$ cat src/rtl/uart_rx_fifo_param.sv
// UART receiver: oversampled mid-bit sampling, parity/stop checks, break detect,
// sticky error flags and a first-word-fall-through receive FIFO.
//
// state    | meaning
// S_IDLE   | line idle, waiting for a 1->0 edge on rx_s
// S_START  | start bit, sampled at its mid-point to reject glitches
// S_DATA   | shifting in DATA_BITS samples, LSB first
// S_PARITY | parity bit sample (parity modes 01/10 only)
// S_STOP1  | first stop bit sample
// S_STOP2  | second stop bit sample (two_stop_bits latched high)
// S_CHECK  | one cycle: break / frame / parity decision, FIFO store
// S_BRK    | break seen, waiting for the line to return high
module uart_rx_fifo_param #(
   parameter int DATA_BITS   = 8,
   parameter int FIFO_DEPTH  = 16,
   parameter int OVS         = 16,
   parameter int DIV_W       = 16,
   parameter int SYNC_STAGES = 2
) (
   input  logic                          clk,
   input  logic                          reset_n,
   input  logic [DIV_W-1:0]              baud_div,
   input  logic [1:0]                    parity_mode,
   input  logic                          two_stop_bits,
   input  logic                          rx_in,
   input  logic                          rd_en,
   input  logic                          err_clr,
   output logic [DATA_BITS-1:0]          rd_data,
   output logic                          rd_valid,
   output logic [$clog2(FIFO_DEPTH):0]   fifo_count,
   output logic                          parity_err,
   output logic                          frame_err,
   output logic                          overrun_err,
   output logic                          break_det
);

   localparam int AW = $clog2(FIFO_DEPTH);
   localparam int TW = $clog2(OVS);
   localparam int BW = $clog2(DATA_BITS + 1);
   localparam logic [AW:0] FULL_CNT = (AW+1)'(FIFO_DEPTH);

   typedef enum logic [2:0] {
      S_IDLE, S_START, S_DATA, S_PARITY, S_STOP1, S_STOP2, S_CHECK, S_BRK
   } state_t;

   state_t                 state_q, state_d;
   logic [SYNC_STAGES-1:0] sync_q;
   logic                   rx_s, rx_prev_q;
   logic [DIV_W-1:0]       div_cnt_q, div_cnt_d, div_q, div_d;
   logic [TW-1:0]          tick_cnt_q, tick_cnt_d;
   logic [BW-1:0]          bit_cnt_q, bit_cnt_d;
   logic [DATA_BITS-1:0]   shift_q, shift_d;
   logic                   par_bit_q, par_bit_d, stop1_q, stop1_d, stop2_q, stop2_d;
   logic                   two_q, two_d;
   logic [1:0]             pmode_q, pmode_d;
   logic                   tick, mid_start, mid_bit, par_en, par_bad, is_brk;
   logic                   store_req, set_perr, set_ferr, set_oerr;

   logic [DATA_BITS-1:0]   mem_q [FIFO_DEPTH];
   logic [AW-1:0]          wr_ptr_q, rd_ptr_q;
   logic [AW:0]            count_q, count_d;
   logic                   full, push, pop;
   logic                   perr_q, ferr_q, oerr_q;

   always_ff @(posedge clk or negedge reset_n) begin
      if (!reset_n) begin
         sync_q    <= '1;
         rx_prev_q <= 1'b1;
      end else begin
         sync_q    <= {sync_q[SYNC_STAGES-2:0], rx_in};
         rx_prev_q <= rx_s;
      end
   end

   assign rx_s      = sync_q[SYNC_STAGES-1];
   assign tick      = (div_cnt_q == div_q);
   assign mid_start = tick && (tick_cnt_q == TW'(OVS/2 - 1));
   assign mid_bit   = tick && (tick_cnt_q == TW'(OVS - 1));
   assign par_en    = pmode_q[0] ^ pmode_q[1];
   // odd mode (10) wants the XOR over data and parity bit to be 1
   assign par_bad   = ((^shift_q) ^ par_bit_q) != pmode_q[1];
   assign is_brk    = (shift_q == '0) && !(par_en && par_bit_q) && !stop1_q;

   always_comb begin
      state_d    = state_q;
      div_cnt_d  = tick ? '0 : div_cnt_q + 1'b1;
      tick_cnt_d = tick ? tick_cnt_q + 1'b1 : tick_cnt_q;
      bit_cnt_d  = bit_cnt_q;
      shift_d    = shift_q;
      par_bit_d  = par_bit_q;
      stop1_d    = stop1_q;
      stop2_d    = stop2_q;
      div_d      = div_q;
      pmode_d    = pmode_q;
      two_d      = two_q;
      store_req  = 1'b0;
      set_perr   = 1'b0;
      set_ferr   = 1'b0;
      case (state_q)
         S_IDLE: begin
            div_cnt_d  = '0;
            tick_cnt_d = '0;
            if (rx_prev_q && !rx_s) begin
               state_d = S_START;
               div_d   = baud_div;
               pmode_d = parity_mode;
               two_d   = two_stop_bits;
            end
         end
         S_START: if (mid_start) begin
            tick_cnt_d = '0;
            bit_cnt_d  = '0;
            state_d    = rx_s ? S_IDLE : S_DATA;
         end
         S_DATA: if (mid_bit) begin
            tick_cnt_d = '0;
            shift_d    = {rx_s, shift_q[DATA_BITS-1:1]};
            bit_cnt_d  = bit_cnt_q + 1'b1;
            if (bit_cnt_q == BW'(DATA_BITS - 1))
               state_d = par_en ? S_PARITY : S_STOP1;
         end
         S_PARITY: if (mid_bit) begin
            tick_cnt_d = '0;
            par_bit_d  = rx_s;
            state_d    = S_STOP1;
         end
         S_STOP1: if (mid_bit) begin
            tick_cnt_d = '0;
            stop1_d    = rx_s;
            stop2_d    = 1'b1;
            state_d    = two_q ? S_STOP2 : S_CHECK;
         end
         S_STOP2: if (mid_bit) begin
            tick_cnt_d = '0;
            stop2_d    = rx_s;
            state_d    = S_CHECK;
         end
         S_CHECK: begin
            div_cnt_d  = '0;
            tick_cnt_d = '0;
            state_d    = S_IDLE;
            if (is_brk)                  state_d   = S_BRK;
            else if (!stop1_q || !stop2_q) set_ferr = 1'b1;
            else if (par_en && par_bad)  set_perr  = 1'b1;
            else                         store_req = 1'b1;
         end
         S_BRK: begin
            div_cnt_d  = '0;
            tick_cnt_d = '0;
            if (rx_s) state_d = S_IDLE;
         end
         default: state_d = S_IDLE;
      endcase
   end

   always_ff @(posedge clk or negedge reset_n) begin
      if (!reset_n) begin
         state_q    <= S_IDLE;
         div_cnt_q  <= '0;
         div_q      <= '0;
         tick_cnt_q <= '0;
         bit_cnt_q  <= '0;
         shift_q    <= '0;
         par_bit_q  <= 1'b0;
         stop1_q    <= 1'b1;
         stop2_q    <= 1'b1;
         two_q      <= 1'b0;
         pmode_q    <= 2'b00;
      end else begin
         state_q    <= state_d;
         div_cnt_q  <= div_cnt_d;
         div_q      <= div_d;
         tick_cnt_q <= tick_cnt_d;
         bit_cnt_q  <= bit_cnt_d;
         shift_q    <= shift_d;
         par_bit_q  <= par_bit_d;
         stop1_q    <= stop1_d;
         stop2_q    <= stop2_d;
         two_q      <= two_d;
         pmode_q    <= pmode_d;
      end
   end

   // a pop in the store cycle frees the slot, so a full FIFO still accepts the frame
   assign full     = (count_q == FULL_CNT);
   assign pop      = rd_en && (count_q != '0);
   assign push     = store_req && (!full || rd_en);
   assign set_oerr = store_req && full && !rd_en;

   always_comb begin
      count_d = count_q;
      if (push && !pop)      count_d = count_q + 1'b1;
      else if (!push && pop) count_d = count_q - 1'b1;
   end

   always_ff @(posedge clk) begin
      if (push) mem_q[wr_ptr_q] <= shift_q;
   end

   always_ff @(posedge clk or negedge reset_n) begin
      if (!reset_n) begin
         wr_ptr_q <= '0;
         rd_ptr_q <= '0;
         count_q  <= '0;
         perr_q   <= 1'b0;
         ferr_q   <= 1'b0;
         oerr_q   <= 1'b0;
      end else begin
         if (push) wr_ptr_q <= wr_ptr_q + 1'b1;
         if (pop)  rd_ptr_q <= rd_ptr_q + 1'b1;
         count_q <= count_d;
         perr_q  <= set_perr | (perr_q & ~err_clr);
         ferr_q  <= set_ferr | (ferr_q & ~err_clr);
         oerr_q  <= set_oerr | (oerr_q & ~err_clr);
      end
   end

   assign rd_valid    = (count_q != '0);
   assign rd_data     = rd_valid ? mem_q[rd_ptr_q] : '0;
   assign fifo_count  = count_q;
   assign parity_err  = perr_q;
   assign frame_err   = ferr_q;
   assign overrun_err = oerr_q;
   assign break_det   = (state_q == S_CHECK) && is_brk;

endmodule

$ cat config.mk
export PLATFORM = sky130hd
export DESIGN_NAME = uart_rx_fifo_param
export DESIGN_NICKNAME = d
export VERILOG_FILES = /design/src/rtl/uart_rx_fifo_param.sv
export SDC_FILE = /design/constraint.sdc
export NUM_CORES = 1
export LEC_CHECK = 0
export ABC_AREA = 0
export ABC_CLOCK_PERIOD_IN_PS = 7600
export CORE_MARGIN = 1.5
export CORE_UTILIZATION = 25
export DETAILED_ROUTE_END_ITERATION = 8
export PLACE_DENSITY_LB_ADDON = 0.15
export SLEW_MARGIN = 25
export SYNTH_ARGS = -nofsm -noshare
export SYNTH_HDL_FRONTEND = slang
export SYNTH_SLANG_ARGS = --single-unit
$ cat constraint.sdc
create_clock -name clk -period 7.6 [get_ports clk]
set_input_delay 1.14 -clock clk [delete_from_list [all_inputs] [get_ports clk]]
set_output_delay 1.14 -clock clk [all_outputs]
set_load 0.01 [all_outputs]
==> reports/results.txt, run 1 <==
final-report hold violation count: 0
most common cell after layout, fill and taps aside: edfxtp_1
Die H: 192.6 µm
layout overhead on the synthesized area: 18.35%
WL/cell: 18.26 µm
Sequential Area: 5754 µm²
Mapped Area: 8989 µm²
max incr delay on CP: 0.61 ns
Max-Cap Viols: 0
worst slew pin tran: 0.9936 ns
Buf/Inv on CP: 2
placed instance count: 1056
TritonCTS clock tree: built
H-tree depth: 1
Initial Util: 0.2533
CTS Buf Count: 24
Max Freq: 229.0 MHz
max-slew violations: 0
Mapped Cells: 578
num rows: 69
min-delay src: sync_q[0]$_DFF_PN1_
Final #Nets: 662
clk root buf: clkbuf_16
total global-route track usage: 0.1132
post-synthesis sequential area ratio: 0.6399
vias in the first global route: 5338
Worst EP required: 6.46 ns
CP Cell Sequence: buf_4, mux4_2, mux4_2, and2_1, clkdlybuf4s50_1
Post-CTS Setup Bufs: 0
Place WS: 3.555 ns
Min-Delay Endpoint: sync_q[1]$_DFF_PN1_
Starting DRT DRC Count: 319
fillers: 3524
Main synth FF type: edfxtp_1
IO Pins: 42
Die Area: 37100 µm²
hold crit path type: reg2reg
Reg2Reg Launch Point: shift_q[1]$_DFFE_PN0P_
post-synthesis net count: 619
first-pass GRT wire length: 31660 µm
wirelength, routed: 20090 µm
max_slew headroom: 0.3352
total grt overflow: 0
chip width: 192.6 µm
Clk Latency, worst-skew pair: 0.52 ns
P_leak: 4.096 nW
antenna violations before repair: 1
Peak VDD IR: 0.1436 mV
gpl congestion: 0.7534
Startpoint Class: flop
r2r setup slk: 3.69 ns
CTS hold repair buffers: 0
syn_area_per_cell: 15.55 µm²
cell depth of the worst hold path: 0
hpwl dp: 13330 µm
PortBufs: 41
arrival time worst endpoint: 3.23 ns
post-cts sizing count: 0
Worst R2R Path Depth: 14
flops & latches, synth: 204
kind of critical path: reg2out
clk slew on worst S/H paths: 0.06 ns
Top delay family on crit path: multiplexers
Power Dens Cells: 250.1 nW/µm²
Async S/R FF share, synth: 0.3725
PnR worst setup slack: 3.234 ns
status: finished clean
final setup skew: 0.02028 ns
Clock Path Buffers: 3
vias per inst: 4.491
Synth cell types: 61
R2R Path End: fifo_count[4]$_DFFE_PN0P_
share of cells above drive strength 1: 0.1894
most frequent cells in the layout: 128 x edfxtp_1, 69 x dfrtp_1, 40 x mux4_2, 40 x clkdlybuf4s50_1, 30 x nor2_1
largest net degree at the start of global routing: 77
vias: 4940
Setup TNS Final: 0 ns
Ant. Diodes: 0
Antenna Nets Post-Route: 0
worst hold margin: 0.3539 ns
Initial DRT Pass Iterations: 4
Worst path slowest cell: mux4_2
footprint of the multi-input gates: 3090 µm²
Top cell by count, worst path: mux4_2
number of flops mapped to enable cells by yosys: 128
fin crit share: 0.5745
Core Box Area: 35480 µm²
RSZ-0062 raised after global routing: false
Period minus WS final: 4.366 ns
CP Capture Type: primary output
Critical Path Fanout Max: 35
Finished Layout Cells: 1100
# setup viols final: 0
CP Depth: 5
Ys Warns: 0
CTS sink cnt: 204
DRC errors left: 0
-- area by class of cell --
cell class                 instances  share of cell area
sequential                       204              0.5409
timing repair buffer              43             0.04011
clock inverter                    12            0.006704
inverter                          18            0.006351
tap                              461             0.05422
clock buffer                      32             0.06116
multi-input combinational        330              0.2905
-- cell families (layout without fill, tap and decap cells) --
group / after synthesis / in the layout / synth area share
AO/OA/AOI/OAI: 41 / 41 / 0.03118
XOR/XNOR: 46 / 46 / 0.04719
adder cells (fa/ha/maj): 17 / 17 / 0.02450
buffers and inverters: 44 / 105 / 0.02269
flip-flops: 204 / 204 / 0.6399
multiplexers: 75 / 75 / 0.1442
AND/OR/NAND/NOR: 151 / 151 / 0.09034
-- cell usage after synthesis (4+ instances only) --
cell type / number / area [µm²]
a21oi_1: 8 / 40.04
and2_1: 11 / 68.82
and3_1: 6 / 37.54
buf_1: 5 / 18.77
buf_2: 4 / 20.02
clkbuf_1: 11 / 41.29
dfrtp_1: 71 / 1777
dfstp_2: 5 / 131.4
edfxtp_1: 128 / 3844
ha_1: 16 / 200.2
inv_1: 17 / 63.81
mux2_1: 5 / 56.30
mux2_2: 21 / 236.5
mux2i_1: 8 / 80.08
mux4_2: 40 / 900.9
nand2_1: 27 / 101.4
nand2b_1: 9 / 56.30
nand3_1: 15 / 75.07
nand3b_1: 4 / 30.03
nand4_1: 7 / 43.79
nor2_1: 35 / 131.4
nor2b_1: 5 / 31.28
nor3_1: 13 / 65.06
nor4_1: 5 / 31.28
o21ai_0: 6 / 30.03
o21ai_1: 4 / 20.02
xnor2_1: 19 / 166.4
xor2_1: 25 / 219.0
-- stage by stage --
stage / utilization / instance area, µm² / total power, mW
3_3_place_gp: 0.2783 / 9874 / 1.633
3_5_place_dp: 0.2793 / 9910 / 1.643
5_1_grt: 0.2998 / 10640 / 2.794
6_report: 0.2998 / 10640 / 2.661
4_1_cts: 0.2996 / 10630 / 2.717
2_1_floorplan: - / 8989 / 1.545
-- registers in the layout, summed over array words and instances (netlist names), 2 cells and up --
signal,cells
div_cnt_q,16
rd_ptr_q,4
fifo_count,5
pmode_q,2
shift_q,8
state_q,3
mem_q,128
tick_cnt_q,4
div_q,16
bit_cnt_q,4
sync_q,2
wr_ptr_q,4
-- routing by layer --
metal / up-vias / wire (µm) / global-route usage
met4: 0 / 443 / 0.02862
li1: 2273 / - / -
met2: 93 / 10330 / 0.2003
met5: - / 0 / 0
met1: 2545 / 8612 / 0.1438
met3: 29 / 700 / 0.01709
-- where the power goes --
part / leakage (nW) / switching [mW] / internal (mW)
Sequential: 2.47 / 0.0817 / 1.24
Clock: 0.350 / 0.448 / 0.602
Combinational: 1.28 / 0.148 / 0.144
-- worst max-delay path by stage --
stage | startpoint | end | slack (ns)
after floorplan | shift_q[1]$_DFFE_PN0P_ | fifo_count[4]$_DFFE_PN0P_ | 4.13
after global placement | rd_en | fifo_count[4]$_DFFE_PN0P_ | 3.66
after detailed placement | rd_en | fifo_count[4]$_DFFE_PN0P_ | 3.56
after CTS | rd_ptr_q[0]$_DFFE_PN0P_ | rd_data[3] | 3.13
after global routing | rd_ptr_q[0]$_DFFE_PN0P_ | rd_data[3] | 3.05
final | rd_ptr_q[0]$_DFFE_PN0P_ | rd_data[6] | 3.23
No activity file was read; power rests on OpenSTA's default activity.
==> run 2, diff against run 1 <==
--- a/config.mk
+++ b/config.mk
@@ -6,7 +6,7 @@
 export NUM_CORES = 1
 export LEC_CHECK = 0
 export ABC_AREA = 0
-export ABC_CLOCK_PERIOD_IN_PS = 7600
+export ABC_CLOCK_PERIOD_IN_PS = 4580
 export CORE_MARGIN = 1.5
 export CORE_UTILIZATION = 25
 export DETAILED_ROUTE_END_ITERATION = 8
==> constraint.sdc (replaced) <==
create_clock -name clk -period 4.58 [get_ports clk]
set_input_delay 0.687 -clock clk [delete_from_list [all_inputs] [get_ports clk]]
set_output_delay 0.687 -clock clk [all_outputs]
set_load 0.01 [all_outputs]
==> run 2 against run 1 <==
Power grew 70%. Cell area grew 1.3%. First-iteration DRC count decreased by 1.3%. Wire length is 4.8% higher. Final cell count up 1.6%. Combinational power up 66%.
==> reports/results.txt, run 2 (synthesis gave the netlist of run 1 again) <==
Top reg by flops: mem_q
hold crit path type: in2async
CTS sink cnt: 204
Post-CTS Setup Bufs: 0
worst slew pin tran: 0.9118 ns
kind of critical path: reg2out
max-slew violations: 0
TritonCTS clock tree: built
Startpoint Class: flop
wirelength, routed: 21050 µm
WL/cell: 18.83 µm
antenna violations before repair: 1
Final #Nets: 680
Max Freq: 255.0 MHz
Top Registers: mem_q: 128 flops, div_cnt_q: 16 flops, div_q: 16 flops
Buf/Inv on CP: 2
final-report hold violation count: 0
clk slew on worst S/H paths: 0.06 ns
most frequent cells in the layout: 128 x edfxtp_1, 70 x dfrtp_1, 40 x mux4_2, 40 x clkdlybuf4s50_1, 35 x nor2_1
DRC errors left: 0
first-pass GRT wire length: 32380 µm
Layout Utilization: 0.3038
status: finished clean
Initial DRT Pass Iterations: 5
P_leak: 4.225 nW
vias per inst: 4.502
share of cells above drive strength 1: 0.1918
Die Area: 37100 µm²
layout overhead on the synthesized area: 19.92%
vias: 5033
max_slew headroom: 0.3903
Clock Path Buffers: 3
total global-route track usage: 0.1174
# setup viols final: 0
CP Cell Sequence: buf_12, mux4_2, mux4_2, and2_1, clkdlybuf4s50_1
num rows: 69
CP Capture Type: primary output
final setup skew: 0.01219 ns
Die H: 192.6 µm
clk root buf: clkbuf_16
post-cts sizing count: 0
largest net degree at the start of global routing: 77
max incr delay on CP: 0.74 ns
Critical Path Fanout Max: 20
Period minus WS final: 3.922 ns
Max-Cap Viols: 0
Ant. Diodes: 0
Peak VDD IR: 0.2438 mV
IO Pins: 42
Core Box Area: 35480 µm²
total power: 4.537 mW
Initial Util: 0.2533
Clk Latency, worst-skew pair: 0.52 ns
most common cell after layout, fill and taps aside: edfxtp_1
Starting DRT DRC Count: 315
total grt overflow: 0
fin crit share: 0.8563
Power Dens Cells: 420.9 nW/µm²
gpl congestion: 0.7279
PortBufs: 41
Worst EP required: 3.89 ns
Top cell by count, worst path: mux4_2
H-tree depth: 1
Worst path slowest cell: dfrtp_2
RSZ-0062 raised after global routing: false
Setup TNS Final: 0 ns
CTS hold repair buffers: 0
vias in the first global route: 5408
Top delay family on crit path: multiplexers
Antenna Nets Post-Route: 0
chip width: 192.6 µm
hpwl dp: 13620 µm
Largest register FFs: 128
arrival time worst endpoint: 3.23 ns
CTS Buf Count: 24
-- run 2: cell types whose count changed in the layout (fill, tap and decap cells not counted), sizes merged --
cell and delta:
clkinv -2, clkinvlp -2, bufinv +3, clkbuf +1
buf +18
-- run 2: worst paths after layout --
check                      slack [ns]  depth (start not counted)                   endpoint                    start
max reg2reg                      0.68                         14  fifo_count[4]$_DFFE_PN0P_   shift_q[1]$_DFFE_PN0P_
max                              0.66                          5                 rd_data[3]  rd_ptr_q[0]$_DFFE_PN0P_
min in group clk                 0.36                          0        sync_q[1]$_DFF_PN1_      sync_q[0]$_DFF_PN1_
max in group asynchronous        3.85                          1    rd_ptr_q[0]$_DFFE_PN0P_                  reset_n
min reg2reg                      0.36                          0        sync_q[1]$_DFF_PN1_      sync_q[0]$_DFF_PN1_
min                              0.22                          1      div_q[14]$_DFFE_PN0P_                  reset_n
-- run 2: cell type report --
| cell class | instances | area [µm²] |
|---|---|---|
| fill | 3504 | 24700 |
| clock buffer | 33 | 634.4 |
| multi-input combinational | 330 | 3033 |
| clock inverter | 11 | 140.1 |
| inverter | 18 | 67.56 |
| sequential | 204 | 5753 |
| tap | 461 | 576.8 |
| timing repair buffer | 61 | 574.3 |
-- run 2: report_power, final --
part	switching [mW]	internal [mW]
Sequential	0.133	2.05
Clock	0.725	1.14
Combinational	0.247	0.239
Total	1.10	3.43
-- run 2: worst register-to-register path: stages (launching register included) --
cell and delay, ns:
dfrtp_1 0.61, inv_1 0.15, ha_1 0.31, xnor3_1 0.41, xnor2_2 0.22, mux2i_4 0.40
and2_1 0.26, ha_1 0.21, inv_1 0.10, fa_1 0.42, a21o_1 0.18, a21oi_1 0.18
xnor2_1 0.13, nor2_1 0.06, xor2_1 0.14
-- run 2: per-layer routing --
layer,global-route usage,routed length [µm],vias up
met5,0,0,-
li1,-,-,2317
met2,0.2075,10690,98
met1,0.1486,9269,2588
met3,0.01746,650,30
met4,0.03190,443,0
-- run 2: metrics by stage --
step / worst slack [ns] / cell area, µm² / hold slack, ns / cells
detailed placement: 0.6525 / 10000 / 0.3507 / 1074
global route: 0.4375 / 10780 / 0.2636 / 1118
CTS: 0.5388 / 10780 / 0.3593 / 1118
finish: 0.6581 / 10780 / 0.2186 / 1118
global placement: 0.7538 / 10000 / 0.3487 / 1074
floorplan: 1.108 / 8989 / 0.3452 / 578
